**src/rtl/tea_decrypt_accel.sv**
```systemverilog
// Iterative TEA block decryptor with AXI-Stream-style in/out handshakes; one round per clock.
// Optional macro TEA_DEC_UNROLL2_EN chains two rounds per cycle (NUM_ROUNDS must then be even).
module tea_decrypt_accel #(
  parameter int          NUM_ROUNDS = 32,
  parameter logic [31:0] DELTA      = 32'h9E3779B9
) (
  input  logic         i_clk,
  input  logic         i_rst,
  input  logic [127:0] i_key,
  input  logic         i_axis_valid_s,
  output logic         o_axis_ready_s,
  input  logic [63:0]  i_axis_data_s,
  output logic         o_axis_valid_m,
  input  logic         i_axis_ready_m,
  output logic [63:0]  o_axis_data_m
);
  localparam logic [31:0] SUM_INIT = DELTA * 32'(NUM_ROUNDS);
  localparam int          CW       = $clog2(NUM_ROUNDS) + 1;
`ifdef TEA_DEC_UNROLL2_EN
  localparam logic [CW-1:0] STEP = CW'(2);
`else
  localparam logic [CW-1:0] STEP = CW'(1);
`endif
  localparam logic [CW-1:0] LAST = CW'(NUM_ROUNDS) - STEP;

  typedef enum logic [1:0] {IDLE, RUN, DONE} state_t;

  state_t          state, state_nx;
  logic [63:0]     v, v_nx, rnd, data_nx;
  logic [31:0]     sum, sum_nx, sum_step;
  logic [CW-1:0]   cnt, cnt_nx;
  logic [127:0]    key, key_nx;
  logic            ready_nx, valid_nx;

  // One inverse TEA round: undo v1 first using the old v0, then v0 using the new v1.
  function automatic logic [63:0] dec_round(input logic [63:0] vin, input logic [31:0] s,
                                            input logic [127:0] k);
    logic [31:0] v0, v1;
    v0 = vin[31:0];
    v1 = vin[63:32];
    v1 = v1 - (((v0 << 4) + k[95:64]) ^ (v0 + s) ^ ((v0 >> 5) + k[127:96]));
    v0 = v0 - (((v1 << 4) + k[31:0])  ^ (v1 + s) ^ ((v1 >> 5) + k[63:32]));
    return {v1, v0};
  endfunction

`ifdef TEA_DEC_UNROLL2_EN
  assign rnd      = dec_round(dec_round(v, sum, key), sum - DELTA, key);
  assign sum_step = sum - (DELTA << 1);
`else
  assign rnd      = dec_round(v, sum, key);
  assign sum_step = sum - DELTA;
`endif

  always_ff @(posedge i_clk) begin
    if (i_rst) state <= IDLE;
    else       state <= state_nx;
  end

  always_comb begin
    state_nx = state;
    v_nx     = v;
    sum_nx   = sum;
    cnt_nx   = cnt;
    key_nx   = key;
    valid_nx = o_axis_valid_m;
    data_nx  = o_axis_data_m;
    case (state)
      IDLE: if (i_axis_valid_s && o_axis_ready_s) begin
        v_nx     = i_axis_data_s;
        key_nx   = i_key;
        sum_nx   = SUM_INIT;
        cnt_nx   = '0;
        state_nx = RUN;
      end
      RUN: begin
        v_nx   = rnd;
        sum_nx = sum_step;
        cnt_nx = cnt + STEP;
        if (cnt == LAST) begin
          data_nx  = rnd;
          valid_nx = 1'b1;
          state_nx = DONE;
        end
      end
      DONE: if (o_axis_valid_m && i_axis_ready_m) begin
        valid_nx = 1'b0;
        state_nx = IDLE;
      end
      default: state_nx = IDLE;
    endcase
    // ready is registered; it follows the state we are about to enter
    ready_nx = (state_nx == IDLE);
  end

  always_ff @(posedge i_clk) begin
    if (i_rst) begin
      v              <= '0;
      sum            <= '0;
      cnt            <= '0;
      key            <= '0;
      o_axis_ready_s <= 1'b0;
      o_axis_valid_m <= 1'b0;
      o_axis_data_m  <= '0;
    end else begin
      v              <= v_nx;
      sum            <= sum_nx;
      cnt            <= cnt_nx;
      key            <= key_nx;
      o_axis_ready_s <= ready_nx;
      o_axis_valid_m <= valid_nx;
      o_axis_data_m  <= data_nx;
    end
  end
endmodule
```
**config.mk**
```make
export PLATFORM = sky130hd
export DESIGN_NAME = tea_decrypt_accel
export DESIGN_NICKNAME = d
export VERILOG_FILES = /design/src/rtl/tea_decrypt_accel.sv
export SDC_FILE = /design/constraint.sdc
export NUM_CORES = 1
export LEC_CHECK = 0
export CAP_MARGIN = 20
export CORE_ASPECT_RATIO = 0.5
export CORE_MARGIN = 2
export CORE_UTILIZATION = 45
export CTS_CLUSTER_DIAMETER = 40
export DETAILED_ROUTE_END_ITERATION = 16
export DONT_BUFFER_PORTS = 1
export PLACE_DENSITY_LB_ADDON = 0.05
export SLEW_MARGIN = 10
export SYNTH_ARGS = -nofsm -noshare
export SYNTH_HDL_FRONTEND = slang
export SYNTH_SLANG_ARGS = --single-unit
```
**constraint.sdc**
```tcl
create_clock -name i_clk -period 11 [get_ports i_clk]
set_clock_uncertainty 0.05 [all_clocks]
set_input_delay 2.2 -clock i_clk [delete_from_list [all_inputs] [get_ports i_clk]]
set_output_delay 2.2 -clock i_clk [all_outputs]
set_load 0.02 [all_outputs]
```
# == Word-level counts from Yosys, hierarchy flattened ==
# Index checks and enable logic that the tools add are counted.
# Widths: inputs -> output; s select.
# word_totals
register_bits,298
in_bits,196
output_inout_bits,66
elab_cells,51
# op_classes
add_sub_neg,10
eq_ne,6
mux,13
bitwise_logic,4
n_reduce_logical,10
# ops
op,n
$add 32x32->32,4
$pmux 64 s2,1
$xor 32x32->32,4
$add 27x32->32,2
$mux 64,1
$pmux 32 s2,1
$sub 32x32->32,2
$mux 32,1
$sub 32x32->32 const B,1
$pmux 6 s2,1
$add 6x1->6 const B,1
$eq 6x5->1 const B,1
$mux 2,3
$mux 6,1
$ne 2x2->1 const B,3
$pmux 2 s3,1
$reduce_and 2->1,3
$logic_not 2->1,2
$reduce_bool 2->1,2
$reduce_and 3->1,1
$eq 2x1->1 const B,1
$eq 2x2->1 const B,1
$logic_and 1x1->1,2
$mux 1,2
$pmux 1 s2,1

# == Depth between registers and ports, before layout ==
# Gate-level depths: netlist of run 1.
# logic_depth
ltp_word,9
depth_mapped,45
ltp_nobuf,45

# == Worst setup path after synthesis of run 1 ==
# OpenSTA, ideal clock, no wires.
# synth_path
path_kind,reg2reg
start,reg v[5]
end,reg o_axis_data_m[31]
setup_ns,0.130
arrival_time_ns,8.179
required_ns,10.820
slack_ns,2.641
path_stages_with_launch,41
n_path_buf,1
synth_period_minus_slack_ns,8.359
path_cell_list,dfxtp_1 -> ha_1 -> fa_1 -> a21o_1 -> a21oi_1 -> o21ai_0 -> a31o_2 -> o211a_1 -> or4b_1 -> a21o_1 -> a21o_1 -> a21oi_1 -> xnor2_1 -> xnor2_1 -> ha_1 -> a21o_1 -> a21o_1 -> a21o_1 -> [... 5 more ...] -> o211ai_1 -> nor3_1 -> o31ai_1 -> nand2_1 -> xnor2_1 -> xnor2_1 -> xnor2_1 -> ha_1 -> clkbuf_1 -> nand4_1 -> or3_1 -> o21ai_1 -> a31o_2 -> nand4_1 -> a21oi_1 -> xnor3_1 -> nor2_2 -> nor3_2
# synth_via
elab_chain_len,8
elab_cells_between_ends,12
classes_between,add/sub: 8; bitwise: 4
# synth_lines
element,line_no,rtl
from (decl),29,"logic [63:0] v, v_nx, rnd, data_nx;"
from (signal assigned),105,v <= v_nx;
$add 32x32->32,41,v1 = v1 - (((v0 << 4) + k[95:64]) ^ (v0 + s) ^ ((v0 >> 5) + k[127:96]));
$xor 32x32->32,41,
$xor 32x32->32 *,41,
$sub 32x32->32 *,41,
named net rnd[55],29,
$add 32x32->32,42,v0 = v0 - (((v1 << 4) + k[31:0]) ^ (v1 + s) ^ ((v1 >> 5) + k[63:32]));
$xor 32x32->32,42,
$xor 32x32->32 *,42,
$sub 32x32->32 *,42,
to (signal assigned),111,o_axis_data_m <= data_nx;
to (decl),15,output logic [63:0] o_axis_data_m
# The timed path passes the listed nets; every way through them passes the cells marked *.
# A chain may end at the register's enable or synchronous reset.

# == Final worst setup path of run 1 ==
# layout_path
start,reg v[5]
end,reg v[29]
# layout_via
elab_chain_len,9
elab_cells_between_ends,13
classes_between,add/sub: 8; mux: 1; bitwise: 4
# layout_lines
element,line_no,rtl
$add 32x32->32,41,
$xor 32x32->32,41,
$xor 32x32->32 *,41,
$sub 32x32->32 *,41,
named net rnd[55],29,
$add 32x32->32,42,
$xor 32x32->32,42,
$xor 32x32->32 *,42,
$sub 32x32->32 *,42,
$pmux 64 s2 *,67,case (state)
# Marked as above.

==> qor.yml, run 1 <==
run_status:
  status: "finished clean"
min_path:
  worst_hold_startpoint: "key[36]$_SDFFE_PP0P_"
  hold_depth: 2
  whs_endpoint: "key[36]$_SDFFE_PP0P_"
  hp-class: "reg2reg"
timing:
  finalSetupViolations: 0
  fin_crit_ns: 9.99
  finalMaxSlewViolations: 0
  slew_headroom_pct: 39.9
  final_min_period_over_clock_period_pct: 90.9
  timing_hold_violations_final: 0
  worst-slew-pin-transition_ns: 0.896
  max_clock_freq_ghz: 0.100
  setup_tns_ns: 0
  whs_ns: 0.413
  grt_setup_unrepaired: "false"
critical_path:
  cp.required_ns: 11.40
  timing.reg2reg.worst_path_depth: 40
  critical-path-top-cell-by-count: "sky130_fd_sc_hd__a21o_1"
  cp-start-kind: "register"
  crit_end_element: "register"
  crit_arrival_ns: 10.39
  reg2reg_from: "v[5]$_SDFFE_PP0P_"
  rr_endpoint: "v[29]$_SDFFE_PP0P_"
  timing.critical_path.fanout_max: 7
  crit_slowest_cell: "sky130_fd_sc_hd__nor2_1"
  cp-startpoint: "v[5]$_SDFFE_PP0P_"
  timing.setup.critical_path_class: "reg2reg"
  timing.reg2reg.setup_slack_ns: 1.01
  critPathMaxStageDelay_ns: 0.52
floorplanning:
  placement_rows: 58
  floorplan.io_pins: 262
  area_of_the_die_sq_um: 52900
  chipHeight_um: 164
  design.core.area_sq_um: 50300
  initial_utilization_pct: 45.6
  floorplan.die.width_um: 323
route:
  detailroute.wirelength.met2_um: 28500
  totalWireLength_um: 79500
  drt_first_pass_iters: 8
  dr.max_layer_used: "met4"
  drt-met1-wl_um: 41400
  vias: 20979
  routed_wire_length_per_instance_um: 22.1
  antenna_left: 0
  met3_length_um: 8730
  drt_iter0_markers: 2056
  vias_per_cell: 5.84
  drcViolationCount: 0
place:
  numPlacedInstances: 3524
  placement.io_buffers: 0
  hpwl_um: 61800
  finalWeightedCongestion: 0.965
synthesis:
  synthMostInstantiatedCell: "sky130_fd_sc_hd__nand2_1"
  asyncSetResetFlopFracSynth_pct: 0
  synth_edf_count: 0
  portion_of_synthesized_cell_area_occupied_by_the_leading_cell_type_pct: 26.0
  netlist.top_cell.by_area: "sky130_fd_sc_hd__dfxtp_1"
  mappedNetlistArea_sq_um: 23000
  synth-seq-cells: 298
  yosys-top-cells-count: "sky130_fd_sc_hd__nand2_1 (473), sky130_fd_sc_hd__a21oi_1 (396), sky130_fd_sc_hd__dfxtp_1 (298)"
  synthCells: 2924
  synth.yosys.warnings: 0
  yosys-top-cells-area: "sky130_fd_sc_hd__dfxtp_1 (26%), sky130_fd_sc_hd__ha_1 (13%), sky130_fd_sc_hd__xnor2_1 (11%), sky130_fd_sc_hd__a21oi_1 (8.6%), sky130_fd_sc_hd__nand2_1 (7.7%)"
  synth_seq_area_share_pct: 26.0
  synthDistinctLibCells: 78
  syn_area_per_cell_sq_um: 7.85
  synth_flop_cell: "sky130_fd_sc_hd__dfxtp_1"
  synthesis.nets: 3371
job:
  max_cap_viol_count: 0
cells_and_area:
  core_util_final_pct: 49.5
  drive_above_1_share_pct: 4.38
  post_layout_nonfiller_instances: 3593
  synthToLayoutAreaGrowth_pct: 8.53
  final_net_count: 3321
clock_network:
  clk_pin_slew_ns: 0.06
  cts_buffers: 38
  max-clock-path-buffers: 3
  ctsHtreeMaxLevel: 2
  cts_tree: "yes"
  tritoncts_sinks: 298
  cts_root_buffer: "sky130_fd_sc_hd__clkbuf_16"
  ctsResizeCount: 0
  cts-hold-fix-buffers: 0
  cts.repair_timing.setup_buffer_count: 0
  clock_insertion_delay_at_the_later_pin_of_the_skew_report_ns: 0.57
grt:
  antenna_found_initial: 1
  grt_pass1_vias: 19024
  globalRouteTotalUtil_pct: 29.5
  maximum_number_of_pins_on_one_net_before_global_route_repair: 304
  globalRouteOverflowTotal: 0
  grt_first_pass_wirelength_um: 118000
==> per-layer routing <==
layer  GRT usage [%]  up-vias
met3            9.41       66
met2            37.5      750
met4            4.27        0
met5               0        -
li1                -    10331
met1            47.0     9832
==> stage by stage <==
step / setup WS (ns) / area [sq um]
after CTS: 1.14 / 24900
after detailed placement: 1.17 / 23600
after floorplan: 2.64 / 23000
after global placement: 1.37 / 23600
final: 1.01 / 24900
after global routing: 0.161 / 24900
==> placed cells by master (no fill, tap or decap), types with 10 or more instances in the layout <==
cell                        count
sky130_fd_sc_hd__nand2_1      473
sky130_fd_sc_hd__a21oi_1      396
sky130_fd_sc_hd__dfxtp_1      298
sky130_fd_sc_hd__xnor2_1      297
sky130_fd_sc_hd__ha_1         243
sky130_fd_sc_hd__nor2_1       199
sky130_fd_sc_hd__a21o_1       128
sky130_fd_sc_hd__o21ai_0       99
sky130_fd_sc_hd__xor2_1        66
sky130_fd_sc_hd__inv_1         63
sky130_fd_sc_hd__nand3_1       46
sky130_fd_sc_hd__a211oi_1      41
sky130_fd_sc_hd__clkbuf_16     39
sky130_fd_sc_hd__a222oi_1      38
sky130_fd_sc_hd__o21bai_1      35
sky130_fd_sc_hd__nand2b_1      31
sky130_fd_sc_hd__nor2b_1       30
sky130_fd_sc_hd__nand4_1       26
sky130_fd_sc_hd__nor3_1        26
sky130_fd_sc_hd__buf_4         26
sky130_fd_sc_hd__a31oi_1       23
sky130_fd_sc_hd__o21a_1        20
sky130_fd_sc_hd__o211ai_1      19
sky130_fd_sc_hd__and3_1        16
sky130_fd_sc_hd__and2_1        16
sky130_fd_sc_hd__or3_1         12
sky130_fd_sc_hd__o31ai_1       10
==> logic make-up (layout without fill, tap and decap cells) <==
family / count (synthesis) / count (layout) / synth area share (%)
flops: 298 / 298 / 26.0
simple gates: 924 / 924 / 17.7
other cells: 0 / 1 / 0
fa+ha+maj: 251 / 251 / 13.9
compound gates: 903 / 903 / 25.0
mux: 1 / 1 / 0.0436
xor+xnor: 368 / 368 / 14.3
buf+inv: 179 / 157 / 2.93
==> worst max path at each step <==
stage | end | slack (ns) | cells past startpoint
after floorplan | o_axis_data_m[31]$_SDFFE_PP0P_ | 2.64 | 40
after CTS | v[29]$_SDFFE_PP0P_ | 1.14 | 40
after global routing | v[29]$_SDFFE_PP0P_ | 0.16 | 40
after global placement | v[29]$_SDFFE_PP0P_ | 1.37 | 40
final | v[29]$_SDFFE_PP0P_ | 1.01 | 40
after detailed placement | v[29]$_SDFFE_PP0P_ | 1.17 | 40
==> registers in the layout, summed over array words and instances, names as in the netlist <==
name,count
o_axis_ready_s,1
sum,32
v,64
key,128
state,2
o_axis_valid_m,1
o_axis_data_m,64
cnt,6
==> final cells by class <==
class	instances	area, sq um
timing repair buffer	26	195
multi-input combinational	2447	16300
clock buffer	47	1060
inverter	63	236
fill	5075	25400
antenna	1	2.50
clock inverter	21	243
tap	690	863
sequential	298	5970
==> critical path: cells and delay by family, from the launching register on <==
kind / cells / cell delay, ns
and+or+nand+nor: 5 / 1.31
AOI/OAI and AO/OA: 24 / 4.91
xor gates and xnor gates: 6 / 1.39
adders and majority gates: 5 / 1.82
DFF: 1 / 0.39
Power of run 1 is not shown: default switching activity piles up to over one toggle a cycle in this logic, so the estimate is an artifact.
==> run 2: changes to the inputs <==
--- a/config.mk
+++ b/config.mk
@@ -5,6 +5,7 @@
 export SDC_FILE = /design/constraint.sdc
 export NUM_CORES = 1
 export LEC_CHECK = 0
+export ABC_CLOCK_PERIOD_IN_PS = 11000
 export CAP_MARGIN = 20
 export CORE_ASPECT_RATIO = 0.5
 export CORE_MARGIN = 2
==> results of run 2 <==
The final DEF is identical to that of run 1; final timing and power are the same.
Power of run 2 is left out for the same reason.
